==> src/rtl/bh_state_monitor.sv <==
// Status monitor for the ic1337 BH flip-flop pair: samples {q1,q0} and z on enabled cycles and
// keeps registered Z-high count, Gray-cycle hit count/pulse, stuck flag and sticky error.
module bh_state_monitor #(
  parameter int unsigned CNT_W      = 8,
  parameter int unsigned HOLD_LIMIT = 4
) (
  input  logic             clk,
  input  logic             rst,
  input  logic             en,
  input  logic             clr,
  input  logic             q0,
  input  logic             q1,
  input  logic             z,
  output logic [1:0]       last_pair,
  output logic [CNT_W-1:0] z_count,
  output logic [CNT_W-1:0] seq_count,
  output logic             seq_found,
  output logic             stuck,
  output logic             err
);

  localparam int unsigned    RunW   = $clog2(HOLD_LIMIT + 1);
  localparam logic [RunW-1:0] RunMax = RunW'(HOLD_LIMIT);

  typedef enum logic [1:0] {
    StSeek,
    StGot00,
    StGot01,
    StGot11
  } seq_state_e;

  seq_state_e state_q, state_d;

  logic [1:0]       last_pair_q;
  logic             prev_valid_q;
  logic [RunW-1:0]  run_len_q, run_len_d;
  logic             stuck_q;
  logic [CNT_W-1:0] z_count_q, z_count_d;
  logic [CNT_W-1:0] seq_count_q, seq_count_d;
  logic             seq_found_q;
  logic             err_q, err_d;

  logic [1:0] pair;
  logic       change;
  logic       seq_hit;

  assign pair   = {q1, q0};
  // The very first sample after reset/clear always counts as a change.
  assign change = !prev_valid_q || (pair != last_pair_q);

  // ---------------------------------------------------------------------------
  // Sequence FSM: state register
  // ---------------------------------------------------------------------------
  always_ff @(posedge clk) begin
    if (rst || clr) begin
      state_q <= StSeek;
    end else begin
      state_q <= state_d;
    end
  end

  // Sequence FSM: next state, advancing only on enabled change events
  always_comb begin
    state_d = state_q;
    if (en && change) begin
      unique case (state_q)
        StSeek:  state_d = (pair == 2'b00) ? StGot00 : StSeek;
        StGot00: state_d = (pair == 2'b01) ? StGot01 : StSeek;
        StGot01: begin
          if (pair == 2'b11)      state_d = StGot11;
          else if (pair == 2'b00) state_d = StGot00;
          else                    state_d = StSeek;
        end
        StGot11: state_d = (pair == 2'b00) ? StGot00 : StSeek;
        default: state_d = StSeek;
      endcase
    end
  end

  // Sequence FSM: completion decode
  always_comb begin
    seq_hit = en && change && (state_q == StGot11) && (pair == 2'b10);
  end

  // ---------------------------------------------------------------------------
  // Datapath next-state values
  // ---------------------------------------------------------------------------
  always_comb begin
    run_len_d = run_len_q;
    if (change) begin
      run_len_d = RunW'(1);
    end else if (run_len_q != RunMax) begin
      run_len_d = run_len_q + RunW'(1);
    end

    z_count_d = z_count_q;
    if (z && (z_count_q != {CNT_W{1'b1}})) begin
      z_count_d = z_count_q + CNT_W'(1);
    end

    seq_count_d = seq_hit ? seq_count_q + CNT_W'(1) : seq_count_q;
    err_d       = err_q | (z != (q0 ~^ q1));
  end

  always_ff @(posedge clk) begin
    if (rst || clr) begin
      last_pair_q  <= 2'b00;
      prev_valid_q <= 1'b0;
      run_len_q    <= '0;
      stuck_q      <= 1'b0;
      z_count_q    <= '0;
      seq_count_q  <= '0;
      seq_found_q  <= 1'b0;
      err_q        <= 1'b0;
    end else if (en) begin
      last_pair_q  <= pair;
      prev_valid_q <= 1'b1;
      run_len_q    <= run_len_d;
      stuck_q      <= (run_len_d == RunMax);
      z_count_q    <= z_count_d;
      seq_count_q  <= seq_count_d;
      seq_found_q  <= seq_hit;
      err_q        <= err_d;
    end else begin
      seq_found_q  <= 1'b0;
    end
  end

  assign last_pair = last_pair_q;
  assign z_count   = z_count_q;
  assign seq_count = seq_count_q;
  assign seq_found = seq_found_q;
  assign stuck     = stuck_q;
  assign err       = err_q;

endmodule

==> config.mk <==
export PLATFORM = sky130hd
export DESIGN_NAME = bh_state_monitor
export DESIGN_NICKNAME = d
export VERILOG_FILES = /design/src/rtl/bh_state_monitor.sv
export SDC_FILE = /design/constraint.sdc
export NUM_CORES = 1
export LEC_CHECK = 0
export ABC_AREA = 1
export CAP_MARGIN = 0
export CORE_UTILIZATION = 30
export CTS_CLUSTER_SIZE = 12
export DETAILED_ROUTE_END_ITERATION = 10
export GPL_TIMING_DRIVEN = 0
export PLACE_DENSITY = 0.57
export SKIP_LAST_GASP = 1
export SYNTH_ARGS = -nofsm -noshare
export SYNTH_HDL_FRONTEND = slang
export SYNTH_SLANG_ARGS = --single-unit
==> constraint.sdc <==
create_clock -name clk -period 1.5 [get_ports clk]
set_input_delay 0.3 -clock clk [delete_from_list [all_inputs] [get_ports clk]]
set_output_delay 0.3 -clock clk [all_outputs]
set_load 0.1 [all_outputs]
# After elaboration in Yosys (flattened, before gate mapping)
# Cells that the tools add are included.
# totals
n_memories	0
reg_bits	27
romBits	0
latchBits	0
ram_bits	0
# classes
n_div	0
muxes	6
add_sub_neg	3
eq_ne	11
shifts	0
order_cmp	0
bitwise_logic	3
multipliers	0
n_reduce_logical	13
# op_table
cell	count
8-bit by 1-bit adder with 8-bit output (second input constant)	2
2-bit equality test (second input constant)	4
8-bit != test (second input constant)	1
3-bit two-way mux	2
2-bit case mux with 3 select lines	1
2-bit by 1-bit equality test with 1-bit output (second input constant)	2
1-bit logical AND	4
2-bit zero test	2
2-bit two-way mux	2
2-bit AND reduction	2
2-bit OR reduction	2
3-bit by 1-bit adder with 3-bit output (second input constant)	1
3-bit equality test (second input constant)	1
3-bit != test (second input constant)	1
1-bit logical OR	2
2-bit != test	1
1-bit zero test	1
1-bit two-way mux	1
1-bit != test	1
1-bit inverter	1
1-bit OR	1
1-bit XNOR	1

# Logic depth before layout (Yosys ltp)
# depth
depth_word	6
ltp_mapped	9
ltp_nobuf	9

# Worst setup path after synthesis
# Ideal clock, no wire load.
# synth_timing
kind	register -> register
startpoint	register z_count_q[0] (netlist: z_count[0])
endpoint	register z_count_q[1] (netlist: z_count[1])
n_path_buf	0
t_arrival_ps	1909
required_ps	1383
path_stages_with_launch	9
synth_period_minus_slack_ps	2026
setup_slack_ps	-526
cell_sequence	dfxtp_1 > ha_1 > nand2_1 > nor2_2 > nand2_2 > nand2_4 > inv_2 > nor2_1 > nor2_1
# synth_via
elab_chain_len	3
# synth_rtl
element	line	text
start: declaration	38	logic [CNT_W-1:0] z_count_q, z_count_d;
start signal: assignment	120	z_count_q <= z_count_d;
branches (longest 3 deep; another with 8-bit by 1-bit adder with 8-bit output)	-	
# Several ways; the timed one is not identified.
# A chain may end at the register's enable or synchronous reset.

# Worst setup path in the final report
# layout_timing
startpoint	register stuck_q (netlist: stuck)
endpoint	output stuck
# layout_rtl
element	line	text
start: declaration	37	logic stuck_q;
start signal: assignment	119	stuck_q <= (run_len_d == RunMax);
end: declaration	18	output logic stuck,
# No word-level cell between the ends.

==> summary.txt <==
Floorplan
  • Core box area: slightly below 5000 µm²
  • Ports: 28
  • Die Wd: ~74 µm
  • Die Ht: 73.8 µm
  • Die area: 5450 µm²
  • Initial Utilization: 31.9%
  • Core Rows: 25

Drt
  • Vias/cell: roughly 4.5
  • Mean routed wirelength per cell: ~11 µm
  • Residual DRC count: 0
  • Number of DRC markers in iteration 0: 86
  • WL final: 3380 µm
  • Final ANT Viol Nets: 0
  • First-pass DRT Iterations: 4
  • Routed vias: 1425

Timing
  • Final setup viols: 0
  • RSZ-0062 raised after global routing: no
  • Final setup margin: 0.0440 ns
  • Post-Route Skew: 0.00683 ns
  • Slew HR: 64.1%
  • Total Neg Setup Slack: 0 ns
  • Final Hold Fails: 0
  • Slew Viols, Final: 0
  • Slew @ Worst Pin: around 0.54 ns
  • Fin crit share: between 90% and 100%
  • F_max: roughly 690 MHz
  • Post-route minimum period: roughly 1.5 ns

Synth
  • Avg Cell Area, Syn: 7.04 µm²
  • Ys Warns: 0
  • Top-area cell type share of the netlist area: 34.9%
  • Syn Inst Count: between 200 and 250
  • Synth Cell Area: about 1500 µm²
  • Register area share after synthesis: about a third
  • Most frequent cells after synthesis: nand2_1 (61), dfxtp_1 (27), a21oi_1 (24)
  • Synth Register Bits: 27
  • Top cells by area, synth: dfxtp_1 (35%), nand2_1 (15%), ha_1 (8.9%)
  • Ys async rst share: 0%
  • Synth area leader: dfxtp_1
  • Syn_nets: roughly 240
  • Count leader, synth: nand2_1
  • Distinct cells, synth: 22
  • EDFF count, synth: 0
  • Top FF cell, synth: dfxtp_1

Worst setup path
  • CP top delay family: buffers and inverters
  • Worst Setup SP: stuck
  • CP Depth: 1
  • CP startpoint kind: flop
  • Cells along the critical path: clkdlybuf4s18_2
  • Type of the worst setup path: flop to output port
  • Worst r2r dst: z_count[0]
  • Critical Path RT: approximately 1.2 ns
  • Critical path buffers and inverters: 1
  • Crit-path max FO: 2
  • Crit path to: stuck
  • Worst r2r src: z_count[0]
  • R2R cell count: 8
  • R2R setup slack: about 0.17 ns
  • Cell at the slowest stage of the critical path: clkdlybuf4s18_2
  • Worst setup EP type: output port
  • Critical Path AT: between 1 and 1.5 ns
  • Max incr delay on CP: ~0.54 ns

Clocking
  • Total CTS buffers: 3
  • Clk root buf: clkbuf_8
  • Cts hold-fix bufs: 0
  • # H-tree levels: 1
  • Reg clk slew, reported paths: 0.10 ns
  • Worst-Skew Late Latency: ~0.27 ns
  • Clk buf depth: 2
  • TritonCTS Sinks: 27
  • TritonCTS clock tree: done
  • Post-CTS setup buffer count: 0

Global routing
  • Total global-route track usage: about 14%
  • Largest net degree at the start of global routing: 16
  • Initial antenna violation count: 0
  • Global-route wire length before repair: roughly 5700 µm
  • Global route total overflow: 0
  • Number of global-route vias before repair: between 1000 and 1500

Pwr
  • Leakage: 0.797 nW
  • Total power per unit cell area: between 600 and 700 nW/µm²
  • Worst VDD drop: about 0.43 mV

Final layout
  • Fill count: 534
  • Post-layout util: 39.0%
  • Final non-filler cell total: about 320
  • Fin area: 1890 µm²
  • Share of cells above drive strength 1: 24.4%
  • Final antenna diode count: 0
  • Final net count: around 270
  • Layout overhead on the synthesized area: 22.1%

Outcome
  • Outcome: complete, no violations

Job
  • Max-Cap Viols: 0

Worst hold path
  • Hold WC Path Type: primary input to flop

Place
  • DP Area: a little under 2000 µm²
  • Gpl congestion: 0.745
  • Placed Cells incl. Taps: ~310
  • Post-DP HPWL: roughly 2500 µm
  • Port buffer count: 26
  • Place WS: -0.648 ns
report_power, final:
part	internal [mW]	leakage, nW	switching (mW)
Sequential	0.717	0.229	0.00959
Combinational	0.0457	0.543	0.120
Clock	0.186	0.0255	0.230
Total	0.949	0.797	0.360
layer usage:
| layer | GRT usage [%] | vias to the layer above | share of wire, % |
|---|---|---|---|
| li1 | - | 760 | - |
| met1 | 18.0 | 633 | 49 |
| met5 | 0 | - | 0 |
| met2 | 22.6 | 30 | 46 |
| met4 | 2.56 | 0 | 0.50 |
| met3 | 3.43 | 2 | 4.7 |
sequential cells by signal (all words and copies together) (netlist names):
register and cells:
err 1, last_pair 2, prev_valid_q 1, run_len_q 3, seq_count 8, seq_found 1
state_q 2, stuck 1, z_count 8
worst min-delay path by stage:
| stage | cells past startpoint | end | slack, ns | start |
|---|---|---|---|---|
| after CTS | 3 | seq_found | 0.40 | en |
| after detailed placement | 2 | err | 0.45 | err |
| after global routing | 3 | seq_found | 0.41 | en |
| after global placement | 2 | err | 0.45 | err |
| final | 3 | last_pair[0] | 0.39 | q0 |
| after floorplan | 2 | last_pair[0] | 0.46 | q0 |
timing repair:
action,4_1_cts,5_1_grt
cloned,0,0
endpoints found under the hold margin,0,0
setup endpoints to repair,43,20
gates resized for setup,93,16
layout make-up:
cell class / instances / area [µm²] / share of cell area (%)
buffer: 4 / 17.5 / 0.927
clock buffer: 3 / 41.3 / 2.19
clock inverter: 1 / 5.00 / 0.265
inverter: 28 / 106 / 5.63
multi-input combinational: 161 / 892 / 47.2
sequential: 27 / 579 / 30.7
tap: 67 / 83.8 / 4.44
timing repair buffer: 26 / 164 / 8.68
worst register-to-register path, stage by stage, from the launching register on:
cell and delay, ns:
dfxtp_4 0.38, ha_1 0.19, nand2_1 0.09, nor2_2 0.15, nand2_2 0.09, nand2_4 0.11, inv_2 0.08, nand2_1 0.07
a21oi_1 0.05
cell usage in the layout, fill, tap and decap left out:
cell type        instances
dlymetal6s2s_1           1
nor2_2                   2
dfxtp_4                  7
nand3_1                 11
inv_2                    4
xor2_1                   7
nor2_4                   1
nor3_1                   2
nand2_2                  3
o21ai_0                 12
dfxtp_1                 10
nand3_4                  2
clkdlybuf4s18_2          1
a21oi_4                  1
ha_1                    11
nand2_4                  1
clkbuf_2                 1
clkinv_2                 2
clkbuf_8                 3
clkbuf_1                 2
nand2_1                 61
dfxtp_2                 10
nand4_1                  6
nor2_1                  14
inv_1                   23
a21oi_2                  1
clkdlybuf4s50_1          3
clkdlybuf4s15_2          1
buf_2                   21
a21oi_1                 24
nand3b_1                 2
cell families after synthesis:
family                   count (synthesis)  share of synthesized area (%)
AND/OR/NAND/NOR                        105                           31.0
buffers and inverters                   32                           7.92
AO/OA/AOI/OAI                           38                           13.3
flip-flops                              27                           34.9
XOR/XNOR                                 7                           3.96
adder cells (fa/ha/maj)                 11                           8.89
stage by stage:
step | total power, mW | hold WS (ns)
finish | 1.31 | 0.386
global route | 1.39 | 0.409
CTS | 1.34 | 0.399
detailed placement | 0.915 | 0.446
global placement | 0.914 | 0.446
floorplan | 0.861 | 0.460
(Power assumes the default switching activity.)
